$ cat config.mk
export PLATFORM = sky130hd
export DESIGN_NAME = id_stage
export DESIGN_NICKNAME = d
export VERILOG_FILES = /design/src/rtl/cpu_pkg.sv /design/src/rtl/id_fwd_mux.sv /design/src/rtl/id_stage.sv
export SDC_FILE = /design/constraint.sdc
export NUM_CORES = 1
export LEC_CHECK = 0
export CELL_PAD_IN_SITES_DETAIL_PLACEMENT = 0
export CELL_PAD_IN_SITES_GLOBAL_PLACEMENT = 1
export CORE_ASPECT_RATIO = 0.6
export CORE_UTILIZATION = 30
export CTS_BUF_LIST = sky130_fd_sc_hd__clkbuf_8
export CTS_CLUSTER_SIZE = 24
export DETAILED_ROUTE_END_ITERATION = 10
export PLACE_DENSITY_LB_ADDON = 0.1
export SLEW_MARGIN = 5
export SYNTH_ARGS = -nofsm -noshare
export SYNTH_HDL_FRONTEND = slang
export SYNTH_SLANG_ARGS = --single-unit
$ cat constraint.sdc
create_clock -name clk -period 7.2 [get_ports clk]
set_input_delay 2.16 -clock clk [delete_from_list [all_inputs] [get_ports clk]]
set_output_delay 2.16 -clock clk [all_outputs]
set_load 0.03 [all_outputs]
$ cat src/rtl/cpu_pkg.sv
// Shared CPU definitions: opcode constants, datapath widths and the
// ID/EX bundle plus forwarding-source tuple types.
package cpu_pkg;

   localparam int XLEN    = 32;
   localparam int RADDR_W = 5;
   localparam int PC_W    = 32;

   localparam logic [5:0] OP_RTYPE = 6'h00;
   localparam logic [5:0] OP_BEQ   = 6'h04;
   localparam logic [5:0] OP_BNE   = 6'h05;
   localparam logic [5:0] OP_ADDI  = 6'h08;
   localparam logic [5:0] OP_SLTI  = 6'h0A;
   localparam logic [5:0] OP_ANDI  = 6'h0C;
   localparam logic [5:0] OP_ORI   = 6'h0D;
   localparam logic [5:0] OP_LUI   = 6'h0F;
   localparam logic [5:0] OP_LW    = 6'h23;
   localparam logic [5:0] OP_SW    = 6'h2B;

   // One downstream stage's register-write intent, as seen by a forwarding mux.
   typedef struct packed {
      logic               we;
      logic [RADDR_W-1:0] dst;
      logic [XLEN-1:0]    data;
   } fwd_src_t;

   typedef struct packed {
      logic [PC_W-1:0]    pc;
      logic [5:0]         opcode;
      logic [5:0]         funct;
      logic [4:0]         shamt;
      logic [XLEN-1:0]    rs_val;
      logic [XLEN-1:0]    rt_val;
      logic [XLEN-1:0]    imm;
      logic [RADDR_W-1:0] dst;
      logic               we;
      logic               is_load;
      logic               is_store;
   } id_ex_t;

   function automatic logic [XLEN-1:0] sext16(input logic [15:0] v);
      return {{(XLEN-16){v[15]}}, v};
   endfunction

   function automatic logic [XLEN-1:0] zext16(input logic [15:0] v);
      return {{(XLEN-16){1'b0}}, v};
   endfunction

endpackage

$ cat src/rtl/id_fwd_mux.sv
// Operand forwarding for one source register: EX over MEM over WB over
// the register file, with register 0 hard-wired to zero.
module id_fwd_mux
   import cpu_pkg::*;
(
   input  logic [RADDR_W-1:0] idx,
   input  logic [XLEN-1:0]    rf_val,
   input  fwd_src_t           ex_src,
   input  fwd_src_t           mem_src,
   input  fwd_src_t           wb_src,
   output logic [XLEN-1:0]    val
);

   function automatic logic hit(input fwd_src_t s, input logic [RADDR_W-1:0] i);
      return s.we && (s.dst != '0) && (s.dst == i);
   endfunction

   always_comb begin
      val = rf_val;
      if (idx == '0)
         val = '0;
      else if (hit(ex_src, idx))
         val = ex_src.data;
      else if (hit(mem_src, idx))
         val = mem_src.data;
      else if (hit(wb_src, idx))
         val = wb_src.data;
   end

endmodule

$ cat src/rtl/id_stage.sv
// Instruction decode stage: register-file read, operand forwarding,
// load-use stall and the registered ID/EX bundle.
module id_stage #(
   parameter int XLEN    = 32,
   parameter int RADDR_W = 5,
   parameter int PC_W    = 32
) (
   input  logic               clk,
   input  logic               rst,
   input  logic               in_valid,
   output logic               in_ready,
   input  logic [31:0]        in_instr,
   input  logic [PC_W-1:0]    in_pc,
   input  logic               flush,
   output logic [RADDR_W-1:0] rf_a1,
   output logic [RADDR_W-1:0] rf_a2,
   input  logic [XLEN-1:0]    rf_rd1,
   input  logic [XLEN-1:0]    rf_rd2,
   input  logic               ex_we,
   input  logic               ex_is_load,
   input  logic [RADDR_W-1:0] ex_dst,
   input  logic [XLEN-1:0]    ex_result,
   input  logic               mem_we,
   input  logic [RADDR_W-1:0] mem_dst,
   input  logic [XLEN-1:0]    mem_result,
   input  logic               wb_we,
   input  logic [RADDR_W-1:0] wb_dst,
   input  logic [XLEN-1:0]    wb_result,
   output logic               out_valid,
   input  logic               out_ready,
   output logic [PC_W-1:0]    out_pc,
   output logic [5:0]         out_opcode,
   output logic [5:0]         out_funct,
   output logic [4:0]         out_shamt,
   output logic [XLEN-1:0]    out_rs_val,
   output logic [XLEN-1:0]    out_rt_val,
   output logic [XLEN-1:0]    out_imm,
   output logic [RADDR_W-1:0] out_dst,
   output logic               out_we,
   output logic               out_is_load,
   output logic               out_is_store
);

   import cpu_pkg::*;

   logic [5:0]         opcode;
   logic [5:0]         funct;
   logic [4:0]         shamt;
   logic [RADDR_W-1:0] rs;
   logic [RADDR_W-1:0] rt;
   logic [RADDR_W-1:0] rd;
   logic [15:0]        imm16;

   assign opcode = in_instr[31:26];
   assign rs     = in_instr[25:21];
   assign rt     = in_instr[20:16];
   assign rd     = in_instr[15:11];
   assign shamt  = in_instr[10:6];
   assign funct  = in_instr[5:0];
   assign imm16  = in_instr[15:0];

   assign rf_a1 = rs;
   assign rf_a2 = rt;

   logic               uses_rt;
   logic [XLEN-1:0]    imm_ext;
   logic [RADDR_W-1:0] dst_dec;
   logic               we_dec;

   always_comb begin
      uses_rt = 1'b0;
      imm_ext = '0;
      dst_dec = '0;
      case (opcode)
         OP_RTYPE: begin
            dst_dec = rd;
            uses_rt = 1'b1;
         end
         OP_LW: begin
            dst_dec = rt;
            imm_ext = sext16(imm16);
         end
         OP_SW: begin
            uses_rt = 1'b1;
            imm_ext = sext16(imm16);
         end
         OP_ADDI, OP_SLTI: begin
            dst_dec = rt;
            imm_ext = sext16(imm16);
         end
         OP_ANDI, OP_ORI: begin
            dst_dec = rt;
            imm_ext = zext16(imm16);
         end
         OP_LUI: begin
            dst_dec = rt;
            imm_ext = {imm16, {(XLEN-16){1'b0}}};
         end
         OP_BEQ, OP_BNE: begin
            uses_rt = 1'b1;
            imm_ext = sext16(imm16);
         end
         default: begin
            dst_dec = '0;
         end
      endcase
   end

   // Writes to $0 are discarded, so an instruction targeting it never writes.
   assign we_dec = (dst_dec != '0);

   // A load in EX has no data yet; it must not forward, the stall covers it.
   fwd_src_t ex_src, mem_src, wb_src;
   assign ex_src  = '{we: ex_we && !ex_is_load, dst: ex_dst, data: ex_result};
   assign mem_src = '{we: mem_we, dst: mem_dst, data: mem_result};
   assign wb_src  = '{we: wb_we, dst: wb_dst, data: wb_result};

   logic [XLEN-1:0] rs_fwd;
   logic [XLEN-1:0] rt_fwd;

   id_fwd_mux u_fwd_rs (
      .idx     (rs),
      .rf_val  (rf_rd1),
      .ex_src  (ex_src),
      .mem_src (mem_src),
      .wb_src  (wb_src),
      .val     (rs_fwd)
   );

   id_fwd_mux u_fwd_rt (
      .idx     (rt),
      .rf_val  (rf_rd2),
      .ex_src  (ex_src),
      .mem_src (mem_src),
      .wb_src  (wb_src),
      .val     (rt_fwd)
   );

   logic hazard;
   assign hazard = ex_is_load && (ex_dst != '0) &&
                   ((ex_dst == rs) || (uses_rt && (ex_dst == rt)));

   // Handshake: a transfer happens on an edge where valid and ready are both
   // high; the producer holds its payload stable while valid && !ready.
   logic load_en;
   logic accept;
   assign load_en  = !out_valid || out_ready;
   assign in_ready = !hazard && load_en && !flush;
   assign accept   = in_valid && in_ready;

   id_ex_t nxt;
   id_ex_t bundle;

   always_comb begin
      nxt          = '0;
      nxt.pc       = in_pc;
      nxt.opcode   = opcode;
      nxt.funct    = funct;
      nxt.shamt    = shamt;
      nxt.rs_val   = rs_fwd;
      nxt.rt_val   = rt_fwd;
      nxt.imm      = imm_ext;
      nxt.dst      = dst_dec;
      nxt.we       = we_dec;
      nxt.is_load  = (opcode == OP_LW);
      nxt.is_store = (opcode == OP_SW);
   end

   always_ff @(posedge clk or posedge rst) begin
      if (rst) begin
         out_valid <= 1'b0;
         bundle    <= '0;
      end else if (flush) begin
         out_valid <= 1'b0;
      end else if (load_en) begin
         out_valid <= accept;
         if (accept)
            bundle <= nxt;
      end
   end

   assign out_pc       = bundle.pc;
   assign out_opcode   = bundle.opcode;
   assign out_funct    = bundle.funct;
   assign out_shamt    = bundle.shamt;
   assign out_rs_val   = bundle.rs_val;
   assign out_rt_val   = bundle.rt_val;
   assign out_imm      = bundle.imm;
   assign out_dst      = bundle.dst;
   assign out_we       = bundle.we;
   assign out_is_load  = bundle.is_load;
   assign out_is_store = bundle.is_store;

endmodule

==> impl_metrics.toml, run 1 <==
[sta]
worst_slack_ns = 0.195
skew_ns = 0.0109
finalHoldViolations = 0
rsz0062_at_grt = "no"
slew_violations = 0
fmax_mhz = 143
setup_tns_ns = 0
period_minus_slack_ns = 7.00
finalCritPeriodShare_pct = 97.3
setup_viol = 0
relSlewSlack_pct = 20.9
worst_slew_pin_slew_ns = 1.17

[min_path]
hold_end = "out_imm[14]"
hp-start = "out_imm[14]"
min_path_cells = 2
hp-class = "flop to flop"

[logic_synthesis]
synth-seq-cells = 154
synth_compound_area_share_pct = 20.2
synth.avg_cell_area_um2 = 8.43
syn_nets = 1277
yosysWarnings = 0
synthCells = 1029
syn_area_um2 = 8680
synth_top_area_share_pct = 44.4
netlist_top_cells_area = "dfrtp_1 (44%), nand2_1 (14%), nor2_1 (5.0%), a211oi_2 (4.6%), a221o_1 (3.7%)"
synth-xor-area-share_pct = 3.03
ys.flop_type = "dfrtp_1"
synth_top_area_cell = "dfrtp_1"
yosysUniqueCellTypes = 48
async_reset_ff_share_pct = 100
synth_top_family_by_area = "simple AND/OR/NAND/NOR gates"
ys_seq_area_share_pct = 44.4
synth_fa_ha_area_share_pct = 0
synthSimpleGateAreaFrac_pct = 25.9
synthMuxAreaShare_pct = 0
synth_edf_count = 0

[power]
finalPower_uw = 2810
power.density_nw_per_um2 = 210
p_leak_uw = 0.00566
ir_worst_vdd_uv = 101

[setup_path]
end_kind = "output pin"
timing.rr.end = "out_rt_val[22]"
crit_required_ns = 5.04
worstSetupPathType = "input port to output pin"
regToRegSetupSlack_ns = 4.15
worstPathMaxFanout = 3
crit_path_start_kind = "input port"
r2r_start = "out_valid"
cp.arrival_ns = 4.84
ff2ff_path_depth = 6

[grt]
grt_max_degree = 98
overflow = 0
grt_usage_pct = 25.4
first_global_vias = 8559
antenna_found_initial = 4
grt_pass1_wl_mm = 56.1

[place]
pre_cts_ws_ns = 0.235
port_buffers = 412
hpwl_mm = 26.8
place.gp.congestion = 0.828

[routing]
postRouteAntennaNets = 0
wl_mm = 37.9
drt-pass1-iter-count = 5
wl_per_cell_um = 21.4
drc_errors = 0
first_iter_violations = 690
vias = 8939
viasPerCell = 5.05

[die]
ioPinCount = 413
fp.coreArea_um2 = 28000
row_count = 47
die_area_um2 = 29600
die_x_um = 222
die_h_um = 134
start_util_pct = 31.0

[clocking]
cts_made_buffers = 17
ctsResizeCount = 0
ctsHoldBuffers = 0
cts_sinks = 154
clock_path_buffers = 2
tritoncts = "built"
insertion_delay_ns = 0.48
cts_root_buffer = "clkbuf_8"
cts_setup_buffers = 0
clk_pin_slew_ns = 0.09
cts_max_level = 4

[cells_and_area]
nNetsFinal = 1635
drive_above_1_share_pct = 7.51
area_delta_synth_final_pct = 54.2
final_common_cell = "clkdlybuf4s50_1"
final_cell_mix = "clkdlybuf4s50_1 (412), nand2_1 (330), dfrtp_1 (154)"

[run_status]
outcome = "completed"

[flow_run]
maxCapViolations = 0
how the worst max path moves through the flow:
| stage | startpoint | end | slack (ns) | cells past startpoint |
|---|---|---|---|---|
| 6_report | ex_dst[3] | in_ready | 0.20 | 7 |
| 5_1_grt | ex_dst[3] | in_ready | 0.04 | 7 |
| 4_1_cts | ex_dst[3] | in_ready | 0.21 | 7 |
| 3_5_place_dp | ex_dst[3] | in_ready | 0.24 | 7 |
| 3_3_place_gp | ex_dst[3] | in_ready | 0.25 | 7 |
| 2_1_floorplan | rst | out_dst[0] | 0.89 | 1 |
cells in the mapped netlist, types with 4 or more instances:
cell type / instances
nor3_1: 6
a211oi_2: 32
dfrtp_1: 154
clkbuf_1: 27
nor2_1: 115
a311o_1: 32
a221o_1: 32
and2_0: 17
xnor2_1: 12
buf_6: 7
a31oi_1: 33
a21oi_1: 50
and2_1: 16
xor2_1: 18
buf_4: 28
a221oi_1: 5
nand3_1: 19
buf_1: 4
nand2_1: 330
buf_2: 29
o21ai_0: 15
o21ai_1: 4
or4_1: 6
worst max-delay path, cell delays in order:
cell,delay (ns)
clkdlybuf4s50_1,0.51
or3_4,0.44
o31ai_2,0.27
or3_1,0.27
nor2_1,0.14
nor4b_1,0.32
clkdlybuf4s50_1,0.73
state kept, by name (all words and copies together) (netlist names):
register and flops:
out_imm 32, out_pc 32, out_rs_val 32, out_rt_val 32, out_funct 6, out_opcode 6
out_dst 5, out_shamt 5, out_is_load 1, out_is_store 1, out_valid 1, out_we 1
cell families after synthesis:
logic type | count (synthesis)
AOI/OAI and AO/OA | 215
xor gates and xnor gates | 30
buffers and inverters | 98
DFF | 154
and+or+nand+nor | 532
where the power goes:
part           switching [uW]  internal (uW)  total, uW
Sequential               66.7            989       1060
Combinational             577            474       1050
Clock                     391            314        705
Total                    1030           1780       2810
cell type report:
class / count / area [um2]
tap: 367 / 459
clock buffer: 17 / 234
antenna: 5 / 12.5
clock inverter: 14 / 163
inverter: 3 / 16.3
timing repair buffer: 434 / 4330
sequential: 154 / 3850
fill: 2755 / 14600
multi-input combinational: 777 / 4320
layer usage:
metal / share of wire, % / global-route usage (%) / vias up
met5: 0 / 0 / -
met4: 1.0 / 5.94 / 0
met3: 8.5 / 7.94 / 28
met2: 44 / 37.9 / 339
met1: 46 / 35.5 / 4329
li1: - / - / 4243
metrics by stage:
step | area [um2] | hold WS [ns] | utilization [%] | instances
floorplan | 8680 | 0.641 | - | 1029
detailed placement | 13000 | 0.461 | 46.4 | 1735
global placement | 13000 | 0.453 | 46.4 | 1735
CTS | 13400 | 0.481 | 47.8 | 1766
finish | 13400 | 0.479 | 47.8 | 1771
global route | 13400 | 0.503 | 47.8 | 1766
Note: power is estimated with default switching activity, not from simulation.
==> run 2, diff against run 1 <==
CTS_CLUSTER_SIZE = 12   (was 24)
==> results of run 2 <==
No change in the layout: final DEF, timing and power equal those of run 1.
